[src/rtl/bip_control_unit.sv]
// bip_control_unit: fetch/decode/execute sequencer for the BIP accumulator CPU.
// Ports: clk, rst_n (async, active low), start, instruction/instrValid from
// program memory; fetchReq/pcAddress to program memory; operand to the sign
// extender; selA/selB/aluOp/wrAcc/wrRam/rdRam datapath controls; busy/halted status.
// Define BIP_INSTR_COUNTER_EN to add the 16-bit instrCount output (EXECUTE cycles retired).
module bip_control_unit #(
  parameter int OPCODE_LENGTH  = 5,
  parameter int OPERAND_LENGTH = 11,
  parameter int PC_LENGTH      = 11
) (
  input  logic                      clk,
  input  logic                      rst_n,
  input  logic                      start,
  input  logic [15:0]               instruction,
  input  logic                      instrValid,
  output logic                      fetchReq,
  output logic [PC_LENGTH-1:0]      pcAddress,
  output logic [OPERAND_LENGTH-1:0] operand,
  output logic [1:0]                selA,
  output logic                      selB,
  output logic                      wrAcc,
  output logic                      aluOp,
  output logic                      wrRam,
  output logic                      rdRam,
  output logic                      busy,
  output logic                      halted
`ifdef BIP_INSTR_COUNTER_EN
  ,
  output logic [15:0]               instrCount
`endif
);
  typedef enum logic [2:0] {IDLE, FETCH, DECODE, EXECUTE, HALT} state_t;
  localparam logic [OPCODE_LENGTH-1:0] OP_HLT  = OPCODE_LENGTH'(0);
  localparam logic [OPCODE_LENGTH-1:0] OP_STO  = OPCODE_LENGTH'(1);
  localparam logic [OPCODE_LENGTH-1:0] OP_LD   = OPCODE_LENGTH'(2);
  localparam logic [OPCODE_LENGTH-1:0] OP_LDI  = OPCODE_LENGTH'(3);
  localparam logic [OPCODE_LENGTH-1:0] OP_ADD  = OPCODE_LENGTH'(4);
  localparam logic [OPCODE_LENGTH-1:0] OP_ADDI = OPCODE_LENGTH'(5);
  localparam logic [OPCODE_LENGTH-1:0] OP_SUB  = OPCODE_LENGTH'(6);
  localparam logic [OPCODE_LENGTH-1:0] OP_SUBI = OPCODE_LENGTH'(7);
  state_t                      state_q, state_d;
  logic [PC_LENGTH-1:0]        pc_q, pc_d;
  logic [OPERAND_LENGTH-1:0]   operand_q, operand_d;
  logic [1:0]                  sel_a_q, sel_a_d;
  logic                        sel_b_q, sel_b_d, alu_op_q, alu_op_d;
  logic                        acc_en_q, acc_en_d, ram_wr_q, ram_wr_d, ram_rd_q, ram_rd_d, hlt_q, hlt_d;
  logic [OPCODE_LENGTH-1:0]    opc;
  logic                        is_alu;
  assign opc    = instruction[15 -: OPCODE_LENGTH];
  assign is_alu = opc >= OP_ADD && opc <= OP_SUBI;
  // Controls are decoded and registered at the fetch handshake so they are
  // stable through DECODE/EXECUTE; strobes are then gated by state only.
  always_comb begin
    state_d   = state_q;
    pc_d      = pc_q;
    operand_d = operand_q;
    sel_a_d   = sel_a_q;
    sel_b_d   = sel_b_q;
    alu_op_d  = alu_op_q;
    acc_en_d  = acc_en_q;
    ram_wr_d  = ram_wr_q;
    ram_rd_d  = ram_rd_q;
    hlt_d     = hlt_q;
    case (state_q)
      IDLE:    state_d = start ? FETCH : IDLE;
      FETCH:
        if (instrValid) begin
          state_d   = DECODE;
          operand_d = instruction[OPERAND_LENGTH-1:0];
          sel_a_d   = opc == OP_LDI ? 2'd1 : is_alu ? 2'd2 : 2'd0;
          sel_b_d   = opc == OP_ADDI || opc == OP_SUBI;
          alu_op_d  = opc == OP_SUB || opc == OP_SUBI;
          acc_en_d  = opc >= OP_LD && opc <= OP_SUBI;
          ram_wr_d  = opc == OP_STO;
          ram_rd_d  = opc == OP_LD || opc == OP_ADD || opc == OP_SUB;
          hlt_d     = opc == OP_HLT;
        end
      // HLT never reaches EXECUTE, so the PC and the retire counter stay put.
      DECODE:  state_d = hlt_q ? HALT : EXECUTE;
      EXECUTE: begin
        state_d = FETCH;
        pc_d    = pc_q + PC_LENGTH'(1);
      end
      default: state_d = HALT;
    endcase
  end
  always_ff @(posedge clk or negedge rst_n) begin
    if (!rst_n) begin
      state_q   <= IDLE;
      pc_q      <= '0;
      operand_q <= '0;
      sel_a_q   <= '0;
      sel_b_q   <= 1'b0;
      alu_op_q  <= 1'b0;
      acc_en_q  <= 1'b0;
      ram_wr_q  <= 1'b0;
      ram_rd_q  <= 1'b0;
      hlt_q     <= 1'b0;
    end else begin
      state_q   <= state_d;
      pc_q      <= pc_d;
      operand_q <= operand_d;
      sel_a_q   <= sel_a_d;
      sel_b_q   <= sel_b_d;
      alu_op_q  <= alu_op_d;
      acc_en_q  <= acc_en_d;
      ram_wr_q  <= ram_wr_d;
      ram_rd_q  <= ram_rd_d;
      hlt_q     <= hlt_d;
    end
  end
  assign fetchReq  = state_q == FETCH;
  assign busy      = state_q == FETCH || state_q == DECODE || state_q == EXECUTE;
  assign halted    = state_q == HALT;
  assign rdRam     = state_q == DECODE && ram_rd_q;
  assign wrAcc     = state_q == EXECUTE && acc_en_q;
  assign wrRam     = state_q == EXECUTE && ram_wr_q;
  assign pcAddress = pc_q;
  assign operand   = operand_q;
  assign selA      = sel_a_q;
  assign selB      = sel_b_q;
  assign aluOp     = alu_op_q;
`ifdef BIP_INSTR_COUNTER_EN
  logic [15:0] cnt_q, cnt_d;
  always_comb cnt_d = state_q == EXECUTE ? cnt_q + 16'd1 : cnt_q;
  always_ff @(posedge clk or negedge rst_n) begin
    if (!rst_n) cnt_q <= '0;
    else cnt_q <= cnt_d;
  end
  assign instrCount = cnt_q;
`endif
endmodule

[config.mk]
export PLATFORM = sky130hd
export DESIGN_NAME = bip_control_unit
export DESIGN_NICKNAME = d
export VERILOG_FILES = /design/src/rtl/bip_control_unit.sv
export SDC_FILE = /design/constraint.sdc
export NUM_CORES = 1
export LEC_CHECK = 0
export BUFFER_PORTS_ARGS = -buffer_cell sky130_fd_sc_hd__buf_4
export CAP_MARGIN = 25
export CORE_MARGIN = 2
export CORE_UTILIZATION = 45
export CTS_CLUSTER_DIAMETER = 80
export DETAILED_ROUTE_END_ITERATION = 8
export PLACE_DENSITY = 0.73
export SLEW_MARGIN = 20
export SYNTH_ARGS = -nofsm -noshare
export SYNTH_HDL_FRONTEND = slang
export SYNTH_SLANG_ARGS = --single-unit
[constraint.sdc]
create_clock -name clk -period 3.75 [get_ports clk]
set_clock_uncertainty 0.2 [all_clocks]
set_input_delay 0.75 -clock clk [delete_from_list [all_inputs] [get_ports clk]]
set_output_delay 0.75 -clock clk [all_outputs]
set_load 0.005 [all_outputs]
==> flow_summary.toml, run 1 <==
[status]
outcome = "complete, no violations"

[pwr]
p_clk_frac = 0.173
power_leakage_nw = 0.968
p_sw_mw = 0.425
powerDensity_mw_per_mm2 = 674
intPower_mw = 0.881
power_frac_seq = 0.459
peakVddDrop_uv = 409
netSwitchingFraction = 0.325
combPwrFrac = 0.368

[drt]
ant_nets = 0
wl_per_cell_um = 13.1
first_pass_iters = 4
via_per_inst = 5.03
drt_iter0_drc = 40
drcViolationCount = 0
vias = 1116
wirelength_um = 2910

[setup_path]
startpoint_type = "flip-flop"
cp.arrival_ps = 1540
worstPathRequired_ps = 2800
critPathMaxFanout = 9
endpoint_kind = "output port"
worst-setup-path-type = "reg -> out"

[sta]
whs_ps = 126
tightest_slew_ps = 880
fin_tns_setup_ps = 0
post-route-min-period_ps = 2490
period_share = 0.664
fin_ws_ps = 1260
setup_viol = 0
slew_headroom = 0.410
max_clock_freq_ghz = 0.401
rsz0062_at_grt = "no"
maxSlewViolCount = 0
hold_viol_final = 0

[cells_and_area]
area_growth_pct = 31.2
multiInputGateArea_um2 = 582
seqCellArea_um2 = 826
fin_cells = 222
nFillCells = 276
num-nets-final = 198
drive_gt1_frac = 0.416
diodes = 0

[clock_network]
clock-root-buffer = "clkbuf_4"
hold_buffers = 0
cts_setup_buffers = 0
h-tree-depth = 2
cts_buffer_depth = 2
path_clk_slew_ps = 100
insertion_delay_ps = 340
cts_resized = 0
cts_tree = "built"
cts-buffers-inserted = 5
clock-sinks = 33

[logic_synthesis]
synth_nets = 145
ys_async_sr_fraction = 1.00
ys_seq_area_frac = 0.559
yosys-top-cells-area = "dfrtp_1 56%, mux2_2 5.3%, mux2_4 4.1%, nand2_1 4.1%, xnor2_1 3.6%"
synth_most_common_cell = "dfrtp_1"
ys_warn_count = 0
ys.flop_type = "dfrtp_1"
synth_seq_cells = 33
synthesis.instances = 124
synth_top_area_cell = "dfrtp_1"
synth_top_area_share = 0.559
synth_edf_count = 0
yosys.cell_types.count = 30
syn_avg_cell_area_um2 = 11.9
synth_area_mm2 = 0.00148
synth_common_cells = "33 x dfrtp_1, 16 x nand2_1, 8 x o21ai_0"

[placement]
dpl_worst_slack_ps = 1190
place_hpwl_um = 2160
portBuffers = 51
dp.cells = 214
place_congestion = 0.800

[grt]
grt_max_degree = 34
grt_pass1_wl_um = 4740
track_usage = 0.178
antenna_found_initial = 0
grt_pass1_vias = 1097
overflow = 0

[floorplan]
ios = 52
num_rows = 20
die-area_mm2 = 0.00376
die_y_um = 61.3
core_mm2 = 0.00308
start_util = 0.480
fp.dieW_um = 61.3

[run]
maxCapViolCount = 0

[worst_hold_path]
hold_class = "in -> async"
## routing by layer
metal  GRT usage  routed length (um)
met1       0.217                1210
met2       0.287                1440
met3      0.0567                 204
met4      0.0839                  57
met5           0                   0
## worst paths after layout
| kind | from | end | slack, ps | cells past startpoint |
|---|---|---|---|---|
| max reg2reg | state_q[0] | ram_rd_q | 1370 | 3 |
| max in group asynchronous | rst_n | selB | 2920 | 1 |
| min in group clk | pcAddress[10] | pcAddress[10] | 280 | 1 |
| max | state_q[1] | rdRam | 1260 | 3 |
| min | rst_n | pcAddress[3] | 130 | 1 |
| min reg2reg | pcAddress[10] | pcAddress[10] | 280 | 1 |
## cell families after synthesis
kind of cell	Yosys count	synth area share
XOR/XNOR	10	0.0593
AND/OR/NAND/NOR	46	0.181
multiplexers	11	0.0940
flip-flops	33	0.559
adder cells (fa/ha/maj)	1	0.00847
buffers and inverters	10	0.0474
AO/OA/AOI/OAI	13	0.0508
## through the flow
stage | total power, mW | instance area (um2) | utilization
final | 1.31 | 1940 | 0.630
after global routing | 1.40 | 1940 | 0.630
after CTS | 1.32 | 1940 | 0.630
after detailed placement | 1.09 | 1870 | 0.607
after global placement | 1.07 | 1870 | 0.607
after floorplan | 0.869 | 1480 | -
## layout by cell type, fill, tap and decap left out, drive strengths merged, types with 4 or more instances in the layout
master  netlist  layout
xnor2         6       6
nand3         5       5
o21ai         8       8
dfrtp        33      33
clkbuf        0       7
xor2          4       4
buf           6      52
nand2        16      16
inv           4       4
mux2         11      11
nor2          6       6
## flip-flops by register name, indices dropped and copies added (netlist names), 2 cells and up
register / flops
state_q: 3
pcAddress: 11
operand: 11
selA: 2
## worst max-delay path, stage by stage (launching register included)
cell,delay [ps]
dfrtp_1,580
inv_1,140
nor4b_1,320
buf_4,170
## power groups by stage
| stage | combinational (mW) | sequential (mW) | clock [mW] |
|---|---|---|---|
| 2_1_floorplan | 0.309 | 0.560 | 0 |
| 3_3_place_gp | 0.475 | 0.597 | 0 |
| 3_5_place_dp | 0.489 | 0.605 | 0 |
| 4_1_cts | 0.490 | 0.599 | 0.232 |
| 5_1_grt | 0.533 | 0.618 | 0.251 |
| 6_report | 0.480 | 0.599 | 0.227 |
## final cells by class
type	count	share of cell area
sequential	33	0.426
multi-input combinational	81	0.300
timing repair buffer	52	0.201
clock buffer	7	0.0336
tap	44	0.0284
inverter	4	0.00775
clock inverter	1	0.00258
Note: power is estimated with default switching activity, not from simulation.
==> inputs of run 2 (changes only) <==
--- a/config.mk
+++ b/config.mk
@@ -8,10 +8,10 @@
 export BUFFER_PORTS_ARGS = -buffer_cell sky130_fd_sc_hd__buf_4
 export CAP_MARGIN = 25
 export CORE_MARGIN = 2
-export CORE_UTILIZATION = 45
+export CORE_UTILIZATION = 44
 export CTS_CLUSTER_DIAMETER = 80
 export DETAILED_ROUTE_END_ITERATION = 8
-export PLACE_DENSITY = 0.73
+export PLACE_DENSITY = 0.75
 export SLEW_MARGIN = 20
 export SYNTH_ARGS = -nofsm -noshare
 export SYNTH_HDL_FRONTEND = slang
==> constraint.sdc (replaced) <==
create_clock -name clk -period 2.25 [get_ports clk]
set_clock_uncertainty 0.2 [all_clocks]
set_input_delay 0.45 -clock clk [delete_from_list [all_inputs] [get_ports clk]]
set_output_delay 0.45 -clock clk [all_outputs]
set_load 0.005 [all_outputs]
==> flow_summary.toml, run 2 (synthesized netlist as in run 1, its figures left out) <==
[status]
outcome = "complete, no violations"

[sta]
rsz0062_at_grt = "no"
fin_tns_setup_ps = 0
setup_viol = 0
post-route-min-period_ps = 2060
period_share = 0.914
max_clock_freq_ghz = 0.486
slew_headroom = 0.728
tightest_slew_ps = 408
hold_viol_final = 0
maxSlewViolCount = 0

[placement]
portBuffers = 51
place_congestion = 0.743
place_hpwl_um = 2200
dp.cells = 216

[worst_hold_path]
hold_end = "hlt_q"
min-delay-start = "instruction[11]"
hold_class = "in -> reg"
whs_path_depth = 2

[drt]
ant_nets = 0
via_per_inst = 4.97
first_pass_iters = 4
vias = 1119
wirelength_um = 2950
drcViolationCount = 0
wl_per_cell_um = 13.1
drt_iter0_drc = 49

[pwr]
peakVddDrop_uv = 540
power_leakage_nw = 0.970
powerDensity_mw_per_mm2 = 1120

[setup_path]
cp_cell_sequence = "and3b_1 -> and2_1 -> buf_4"
startpoint_type = "flip-flop"
critPathMaxFanout = 11
reg2reg_depth = 3
worstPathRequired_ps = 1600
worst-setup-path-type = "reg -> out"
reg2reg_to = "operand[10]"
worst_path_max_delay_cell = "dfrtp_2"
r2r_setup_slack_ps = 590
cp.arrival_ps = 1410
crit-reg2reg-launch = "state_q[2]"
endpoint_kind = "output port"
max_stage_delay_ps = 510

[grt]
track_usage = 0.169
grt_max_degree = 34
overflow = 0
grt_pass1_vias = 1046
grt_pass1_wl_um = 4480
antenna_found_initial = 0

[run]
maxCapViolCount = 0

[cells_and_area]
fin_cells = 225
drive_gt1_frac = 0.425
final_common_cell = "buf_4"
final_cell_mix = "52 x buf_4, 31 x dfrtp_1, 16 x nand2_1"
num-nets-final = 199
nFillCells = 300
area_growth_pct = 32.2
diodes = 0

[clock_network]
path_clk_slew_ps = 100
cts_buffer_depth = 2
cts_tree = "built"
h-tree-depth = 2
cts_setup_buffers = 0
cts-buffers-inserted = 5
insertion_delay_ps = 340
clock-sinks = 33
clock-root-buffer = "clkbuf_4"

[floorplan]
fp.dieW_um = 62.0
die-area_mm2 = 0.00384
die_y_um = 62.0
ios = 52
num_rows = 21
start_util = 0.450
core_mm2 = 0.00328
[run 2: metal layers]
layer / track usage / vias to the layer above / share of wire
li1: - / 534 / -
met2: 0.269 / 43 / 0.49
met5: 0 / - / 0
met4: 0.128 / 0 / 0.038
met3: 0.0600 / 14 / 0.068
met1: 0.184 / 528 / 0.40
[run 2: critical path, delay by kind of cell, from the launching register on]
kind	cells	cell delay [ps]
buffers and inverters	1	130
flip-flops	1	510
AND/OR/NAND/NOR	2	440
[run 2: how the worst max path moves through the flow]
stage / start / end / slack (ps) / cells past startpoint
after floorplan: state_q[1] / operand[6] / 690 / 5
after global placement: state_q[0] / wrAcc / 510 / 3
after detailed placement: state_q[0] / wrRam / 450 / 3
after CTS: state_q[0] / wrRam / 60 / 3
after global routing: state_q[1] / rdRam / 40 / 3
final: state_q[0] / wrRam / 190 / 3
[run 2: area by class of cell]
class                           instances  area, um2  area share
Clock buffer                            7       65.1      0.0333
Clock inverter                          1       5.00     0.00256
Inverter                                4       15.0     0.00769
Multi-Input combinational cell         81        582       0.298
Sequential cell                        33        828       0.424
Tap cell                               46       57.6      0.0295
Timing Repair Buffer                   53        400       0.205
[run 2: power by group]
| group | internal (mW) | switching [mW] |
|---|---|---|
| clock network | 0.181 | 0.195 |
| logic | 0.495 | 0.309 |
| registers | 0.795 | 0.207 |
| total | 1.47 | 0.711 |
[run 2: repair_timing]
| action | 4_1_cts | 5_1_grt |
|---|---|---|
| resized for setup | 0 | 2 |
| endpoints found under the hold margin | 33 | 0 |
| hold buffers | 1 | 0 |
| endpoints found under the setup margin | 0 | 3 |
[run 2: per-stage QoR]
stage / power, mW / utilization / instance area [um2] / hold slack [ps] / worst slack [ps]
after CTS: 2.21 / 0.594 / 1950 / 98.6 / 56.9
after global placement: 1.77 / 0.570 / 1870 / 205 / 509
after floorplan: 1.45 / - / 1480 / -45.6 / 686
after detailed placement: 1.82 / 0.570 / 1870 / 214 / 450
after global routing: 2.34 / 0.595 / 1950 / 107 / 43.4
final: 2.18 / 0.595 / 1950 / 114 / 193
